===== config.mk =====
export PLATFORM = sky130hd
export DESIGN_NAME = fft_shift64_flat
export DESIGN_NICKNAME = d
export VERILOG_FILES = /design/src/rtl/fft_pkg.sv /design/src/rtl/fft_shift64_if.sv /design/src/rtl/shift_ram.sv /design/src/rtl/fft_shift64.sv /design/src/flat_wrapper.sv
export SDC_FILE = /design/constraint.sdc
export NUM_CORES = 2
export LEC_CHECK = 0
export CORE_MARGIN = 2
export CORE_UTILIZATION = 40
export CTS_CLUSTER_SIZE = 25
export DETAILED_ROUTE_END_ITERATION = 12
export DONT_BUFFER_PORTS = 1
export GPL_TIMING_DRIVEN = 0
export PLACE_DENSITY = 0.56
export SLEW_MARGIN = 20
export SYNTH_ARGS = -nofsm -noshare
export SYNTH_HDL_FRONTEND = slang
export SYNTH_HIERARCHICAL = 1
export SYNTH_SLANG_ARGS = --single-unit
export TNS_END_PERCENT = 10

===== constraint.sdc =====
create_clock -name clk -period 6 [get_ports clk]
set_input_delay 0.9 -clock clk [delete_from_list [all_inputs] [get_ports clk]]
set_output_delay 0.9 -clock clk [all_outputs]
set_load 0.03 [all_outputs]

===== src/rtl/fft_pkg.sv =====
// Shared constants and helpers for the 64-point FFT output stages.
package fft_pkg;

  localparam int FFT_N        = 64;
  localparam int FFT_LOGN     = 6;
  localparam int FFT_HALF     = 32;
  localparam int SAMPLE_WIDTH = 18;

  // Drain sequencer state, also exported for debug observation.
  typedef enum logic {
    ST_IDLE  = 1'b0,
    ST_DRAIN = 1'b1
  } drain_state_t;

  // Subcarrier index of a natural-order bin: bin for 0..31, bin-64 for 32..63.
  function automatic logic [FFT_LOGN-1:0] bin_to_k(input logic [FFT_LOGN-1:0] bin);
    logic [FFT_LOGN:0] wide;
    wide = {1'b0, bin};
    if (bin < FFT_LOGN'(FFT_HALF)) begin
      return bin;
    end
    wide = wide - (FFT_LOGN+1)'(FFT_N);
    return wide[FFT_LOGN-1:0];
  endfunction

endpackage


===== src/rtl/fft_shift64_if.sv =====
// Sample stream bundle between the reorder stage, fft_shift64 and the demapper.
//
// Handshake: di_en and do_en are pure valid strobes with no ready/back-pressure.
// A sample transfers on every rising clk edge where its valid is 1; the
// receiver must accept every valid sample. Data, do_k and do_sof are only
// meaningful with valid high and are driven to 0 otherwise on the output side.
interface fft_shift64_if import fft_pkg::*; #(parameter int WIDTH = SAMPLE_WIDTH);

  logic signed [WIDTH-1:0]    di_re;
  logic signed [WIDTH-1:0]    di_im;
  logic                       di_en;

  logic signed [WIDTH-1:0]    do_re;
  logic signed [WIDTH-1:0]    do_im;
  logic                       do_en;
  logic signed [FFT_LOGN-1:0] do_k;
  logic                       do_sof;

  drain_state_t               dbg_state;

  modport master (
    output di_re, di_im, di_en,
    input  do_re, do_im, do_en, do_k, do_sof, dbg_state
  );

  modport slave (
    input  di_re, di_im, di_en,
    output do_re, do_im, do_en, do_k, do_sof, dbg_state
  );

endinterface


===== src/rtl/shift_ram.sv =====
// Ping-pong buffer: 2 banks x 32 words, one write port, one registered read port.
// The bank select is the address MSB. Contents are never cleared.
module shift_ram import fft_pkg::*; #(
  parameter int WIDTH = SAMPLE_WIDTH
) (
  input  logic                  clk,
  input  logic                  we,
  input  logic [FFT_LOGN-1:0]   waddr,
  input  logic [2*WIDTH-1:0]    wdata,
  input  logic                  re,
  input  logic [FFT_LOGN-1:0]   raddr,
  output logic [2*WIDTH-1:0]    rdata
);

  logic [2*WIDTH-1:0] mem [FFT_N];

  // Write port.
  always_ff @(posedge clk) begin
    if (we) begin
      mem[waddr] <= wdata;
    end
  end

  // Registered read port; holds its last value when not reading.
  always_ff @(posedge clk) begin
    if (re) begin
      rdata <= mem[raddr];
    end
  end

endmodule


===== src/rtl/fft_shift64.sv =====
// fftshift reorder for 64-point frames: bins 32..63 pass through one register,
// bins 0..31 are buffered in a ping-pong RAM and drained right after bin 63.
module fft_shift64 import fft_pkg::*; #(
  parameter int WIDTH = SAMPLE_WIDTH
) (
  input  logic          clk,
  input  logic          rst,
  fft_shift64_if.slave  bus
);

  logic [FFT_LOGN-1:0]   in_cnt;
  logic                  wr_bank;
  logic                  rd_bank;
  logic [FFT_LOGN-2:0]   rd_cnt;
  drain_state_t          state_q;
  drain_state_t          state_d;

  logic                  pass_en;
  logic signed [WIDTH-1:0] pass_re;
  logic signed [WIDTH-1:0] pass_im;
  logic [FFT_LOGN-1:0]   pass_k;
  logic                  pass_sof;

  logic                  rd_valid;
  logic [FFT_LOGN-1:0]   rd_k;
  logic [2*WIDTH-1:0]    rdata;

  logic                  fill_hit;
  logic                  pass_hit;
  logic                  last_acc;
  logic                  drain_rd;

  assign fill_hit = bus.di_en && !in_cnt[FFT_LOGN-1];
  assign pass_hit = bus.di_en &&  in_cnt[FFT_LOGN-1];
  assign last_acc = bus.di_en && (in_cnt == FFT_LOGN'(FFT_N - 1));
  assign drain_rd = (state_q == ST_DRAIN);

  shift_ram #(.WIDTH(WIDTH)) u_ram (
    .clk   (clk),
    .we    (fill_hit),
    .waddr ({wr_bank, in_cnt[FFT_LOGN-2:0]}),
    .wdata ({bus.di_re, bus.di_im}),
    .re    (drain_rd),
    .raddr ({rd_bank, rd_cnt}),
    .rdata (rdata)
  );

  // Drain sequencer next state: start on bin 63, stop after the 32nd read.
  always_comb begin
    state_d = state_q;
    case (state_q)
      ST_IDLE:  if (last_acc) state_d = ST_DRAIN;
      ST_DRAIN: if (rd_cnt == (FFT_LOGN-1)'(FFT_HALF - 1)) state_d = ST_IDLE;
      default:  state_d = ST_IDLE;
    endcase
  end

  // Frame counters, bank pointers and drain state.
  always_ff @(posedge clk or negedge rst) begin
    if (!rst) begin
      state_q <= ST_IDLE;
      in_cnt  <= '0;
      wr_bank <= 1'b0;
      rd_bank <= 1'b0;
      rd_cnt  <= '0;
    end else begin
      state_q <= state_d;
      if (bus.di_en) begin
        in_cnt <= in_cnt + 1'b1;
      end
      if (last_acc) begin
        wr_bank <= ~wr_bank;
        rd_bank <= wr_bank;
      end
      rd_cnt <= drain_rd ? rd_cnt + 1'b1 : '0;
    end
  end

  // Pass-through register for bins 32..63, zeroed when no pass sample.
  always_ff @(posedge clk or negedge rst) begin
    if (!rst) begin
      pass_en  <= 1'b0;
      pass_re  <= '0;
      pass_im  <= '0;
      pass_k   <= '0;
      pass_sof <= 1'b0;
    end else begin
      pass_en  <= pass_hit;
      pass_re  <= pass_hit ? bus.di_re : '0;
      pass_im  <= pass_hit ? bus.di_im : '0;
      pass_k   <= pass_hit ? bin_to_k(in_cnt) : '0;
      pass_sof <= pass_hit && (in_cnt == FFT_LOGN'(FFT_HALF));
    end
  end

  // Drain side tags, aligned with the registered RAM read data.
  always_ff @(posedge clk or negedge rst) begin
    if (!rst) begin
      rd_valid <= 1'b0;
      rd_k     <= '0;
    end else begin
      rd_valid <= drain_rd;
      rd_k     <= drain_rd ? bin_to_k({1'b0, rd_cnt}) : '0;
    end
  end

  // Output mux of two registered sources; they never overlap in time.
  assign bus.do_en     = pass_en | rd_valid;
  assign bus.do_re     = rd_valid ? rdata[2*WIDTH-1:WIDTH] : pass_re;
  assign bus.do_im     = rd_valid ? rdata[WIDTH-1:0]       : pass_im;
  assign bus.do_k      = rd_valid ? rd_k : pass_k;
  assign bus.do_sof    = pass_sof;
  assign bus.dbg_state = state_q;

endmodule

===== src/flat_wrapper.sv =====
// flat-port wrapper written by rule: the top's interface ports become plain ports
module fft_shift64_flat import fft_pkg::*;
#(
  parameter int WIDTH = SAMPLE_WIDTH
)
  (clk, rst, bus_di_re, bus_di_im, bus_di_en, bus_do_re, bus_do_im, bus_do_en, bus_do_k, bus_do_sof, bus_dbg_state);
  fft_shift64_if #(.WIDTH(WIDTH)) bus_i ();
  input  logic clk;
  input  logic rst;
  input wire logic [$bits(bus_i.di_re)-1:0] bus_di_re;
  input wire logic [$bits(bus_i.di_im)-1:0] bus_di_im;
  input wire logic [$bits(bus_i.di_en)-1:0] bus_di_en;
  output wire logic [$bits(bus_i.do_re)-1:0] bus_do_re;
  output wire logic [$bits(bus_i.do_im)-1:0] bus_do_im;
  output wire logic [$bits(bus_i.do_en)-1:0] bus_do_en;
  output wire logic [$bits(bus_i.do_k)-1:0] bus_do_k;
  output wire logic [$bits(bus_i.do_sof)-1:0] bus_do_sof;
  output wire logic [$bits(bus_i.dbg_state)-1:0] bus_dbg_state;
  assign bus_i.di_re = bus_di_re;
  assign bus_i.di_im = bus_di_im;
  assign bus_i.di_en = bus_di_en;
  assign bus_do_re = bus_i.do_re;
  assign bus_do_im = bus_i.do_im;
  assign bus_do_en = bus_i.do_en;
  assign bus_do_k = bus_i.do_k;
  assign bus_do_sof = bus_i.do_sof;
  assign bus_dbg_state = bus_i.dbg_state;
  fft_shift64 #(.WIDTH(WIDTH)) u_core (.clk(clk), .rst(rst), .bus(bus_i));
endmodule

==> qor.csv <==
stage,metric,value,unit
die,row cnt,175,
run_status,status,completed,
placement,detailed placer's ending HPWL,186,mm
cells_and_area,count of filler cells inserted in the layout,18700,
run,max_cap viols,0,
synth,Post-Synthesis Cells,3985,
sta,max_slew headroom,17.9,%
grt,grt ovf,0,
placement,Final GP Congestion,0.900,
grt,initial antenna violation count,25,
critical_path,CP Class,reg -> reg,
critical_path,CP Launch Type,register,
route,vias per cell,6.09,
synth,"top cells by count, synth","2340 x edfxtp_1, 556 x mux4_2, 123 x o22ai_1",
clock_tree,Num CTS Buffers,237,
cells_and_area,Layout area overhead,16.9,%
clock_tree,clock sink count,2403,
grt,vias in the first global route,45400,
die,Core Region,0.227,mm^2
die,Die Ht,481,um
clock_tree,CTS clock-pin slew for the worst setup and hold paths,0.06,ns
synth,ys flop type,edfxtp_1,
route,drt initial violations,6327,
route,first drt pass iteration count,5,
critical_path,CP Data Required Time,6.64,ns
cells_and_area,Final Util,46.9,%
synth,dominant cells by area after synthesis,"edfxtp_1 77%, mux4_2 14%, dfrtp_1 1.7%, o22ai_1 0.85%, mux2i_1 0.78%",
clock_tree,clk_lat worst skew,0.92,ns
die,die width,481,um
sta,final slew viol count,0,
sta,Worst Tran Pin Value,1.23,ns
sta,RSZ-0062 raised after global routing,false,
sta,final setup vio count,0,
synth,Post-Syn Area per Cell,22.8,um^2
route,DR DRC count,0,
route,Final ANT Viol Nets,0,
synth,sequential area share after synthesis,78.9,%
sta,Final Cycle Share,79.9,%
sta,Peak Freq,208,MHz
synth,asr flop ratio synth,2.62,%
cells_and_area,# nets final,4426,
sta,Hold Fails Final Rpt,0,
synth,Cell variety after synth,46,
critical_path,Critical Path Sink Type,register,
hold_path,worst min path class,in -> reg,
clock_tree,H-Tree Depth,4,
synth,leading area contributor after synthesis,edfxtp_1,
sta,Hold Worst Slack,0.0924,ns
synth,Synth top area share,77.2,%
placement,Port Buf Inserts,0,
power_and_ir_drop,total power,36.8,mW
route,WL per Instance,36.6,um
synth,Post-Synthesis Cell Area,0.0910,mm^2
power_and_ir_drop,Peak supply drop,0.000320,V
synth,Ys Warns,6,
synth,"count leader, synth",edfxtp_1,
route,via count,46300,
die,Initial Utilization,40.1,%
grt,first-pass GRT wire length,378,mm
die,die area,0.231,mm^2
clock_tree,number of post-CTS setup repair buffers,0,
sta,clock skew,0.0773,ns
cells_and_area,fin cells,7606,
power_and_ir_drop,Cell Pwr Density,346,mW/mm^2
cells_and_area,share of layout cells above drive strength 1,28.5,%
synth,Synth Register Bits,2403,
sta,post-route minimum period,4.80,ns
critical_path,critical path peak fanout,10,
grt,largest net degree at the start of global routing,66,
route,final wirelength,279,mm
sta,setup TNS,0,ns
critical_path,arrival time at the worst endpoint,5.44,ns
clock_tree,Root Buffer,clkbuf_16,
power_and_ir_drop,leakage,32.3,nW
die,IO Pins,84,
grt,total track usage,24.0,%
clock_tree,clk buf depth,3,
clock_tree,CTS tree,yes,
placement,Post-Place Cells,7151,
synth,Post-synth EDFFs,2340,
synth,syn_nets,4028,
## cells by family (layout without fill, tap and decap cells)
kind of cell	Yosys count	in the layout	synth area share [%]
AOI/OAI and AO/OA	317	317	2.52
xor gates and xnor gates	8	8	0.0770
adders and majority gates	4	4	0.0550
buffers and inverters	231	828	1.29
DFF	2403	2403	78.9
muxes	677	677	15.2
other	0	15	0
and+or+nand+nor	345	345	1.96
## state kept, by name (all words and copies together) (netlist names), 5 cells and up
register	flops
u_core/in_cnt	6
u_core/pass_im	18
u_core/pass_k	5
u_core/pass_re	18
u_core/rd_cnt	5
u_core/rd_k	5
u_core/u_ram/mem	2304
u_core/u_ram/rdata	36
## per-stage QoR
step           worst slack, ns  area, um^2
5_1_grt                   1.33      106000
4_1_cts                   1.40      106000
6_report                  1.20      106000
3_5_place_dp              1.43       98800
2_1_floorplan             1.27       91000
3_3_place_gp             -2.50       94800
## critical path, cell delays in order, from the launching register on
cell and delay, ns:
dfrtp_1 0.59, buf_4 0.33, and2_1 0.16, clkbuf_1 0.86, nand2_1 0.64, clkbuf_1 0.42
o22ai_1 0.89, nor4_2 0.27, o22a_1 0.35
## routing by layer
metal	global-route usage, %	share of wire (%)
met5	0	0
met4	9.16	4.2
met3	6.22	10
met2	37.4	47
met1	32.5	39
## report_power, final
| group | switching [mW] | internal (mW) |
|---|---|---|
| sequential | 0.165 | 19.0 |
| clock | 6.44 | 8.04 |
| combinational | 1.92 | 1.21 |
| total | 8.53 | 28.2 |
## area by class of cell
type                            instances  area [um^2]  area share [%]
Sequential cell                      2403        71800            67.5
Multi-Input combinational cell       1351        18600            17.5
Clock buffer                          295         6170            5.80
Tap cell                             3009         3760            3.54
Timing Repair Buffer                  159         3430            3.23
Clock inverter                        143         1360            1.28
Buffer                                227         1170            1.10
Antenna cell                           15         37.5          0.0353
Inverter                                4         15.0          0.0141
## layout by cell type, fill, tap and decap left out, drive strengths merged, types with 2 or more instances in the layout
master	n
a211oi	42
a221oi	2
a22oi	76
a31oi	7
and2	14
and3	48
and4	5
buf	288
bufinv	17
clkbuf	392
clkinv	114
clkinvlp	5
dfrtp	63
diode	15
edfxtp	2340
ha	4
inv	11
mux2	50
mux2i	71
mux4	556
nand2	33
nand2b	12
nand3	46
nand3b	2
nand4	4
nor2	104
nor2b	38
nor3	4
nor4	27
o211ai	7
o221ai	34
o22a	23
o22ai	123
or2	3
or3	2
xnor2	4
xor2	4
## path summary, 6_finish.rpt
| check | startpoint | endpoint | slack (ns) | cells after the start |
|---|---|---|---|---|
| worst max-delay path | u_core/rd_cnt[2]$_DFF_PN0_ | u_core/u_ram/rdata[0]$_DFFE_PP_ | 1.20 | 8 |
| worst min-delay path | bus_di_re[13] | u_core/u_ram/mem[50][31]$_DFFE_PP_ | 0.09 | 0 |
| worst max register to register | u_core/rd_cnt[2]$_DFF_PN0_ | u_core/u_ram/rdata[0]$_DFFE_PP_ | 1.20 | 8 |
| worst min register to register | u_core/wr_bank$_DFFE_PN0P_ | u_core/wr_bank$_DFFE_PN0P_ | 0.51 | 1 |
| max in group asynchronous | rst | u_core/pass_re[2]$_DFF_PN0_ | 5.17 | 2 |
| min in group asynchronous | rst | u_core/pass_re[13]$_DFF_PN0_ | 0.50 | 2 |
## repair_timing
action | CTS | global route
hold buffers | 2 | 0
endpoints found under the hold margin | 63 | 0
gates resized for setup | 0 | 0
endpoints found under the setup margin | 0 | 0
(Power assumes the default switching activity.)
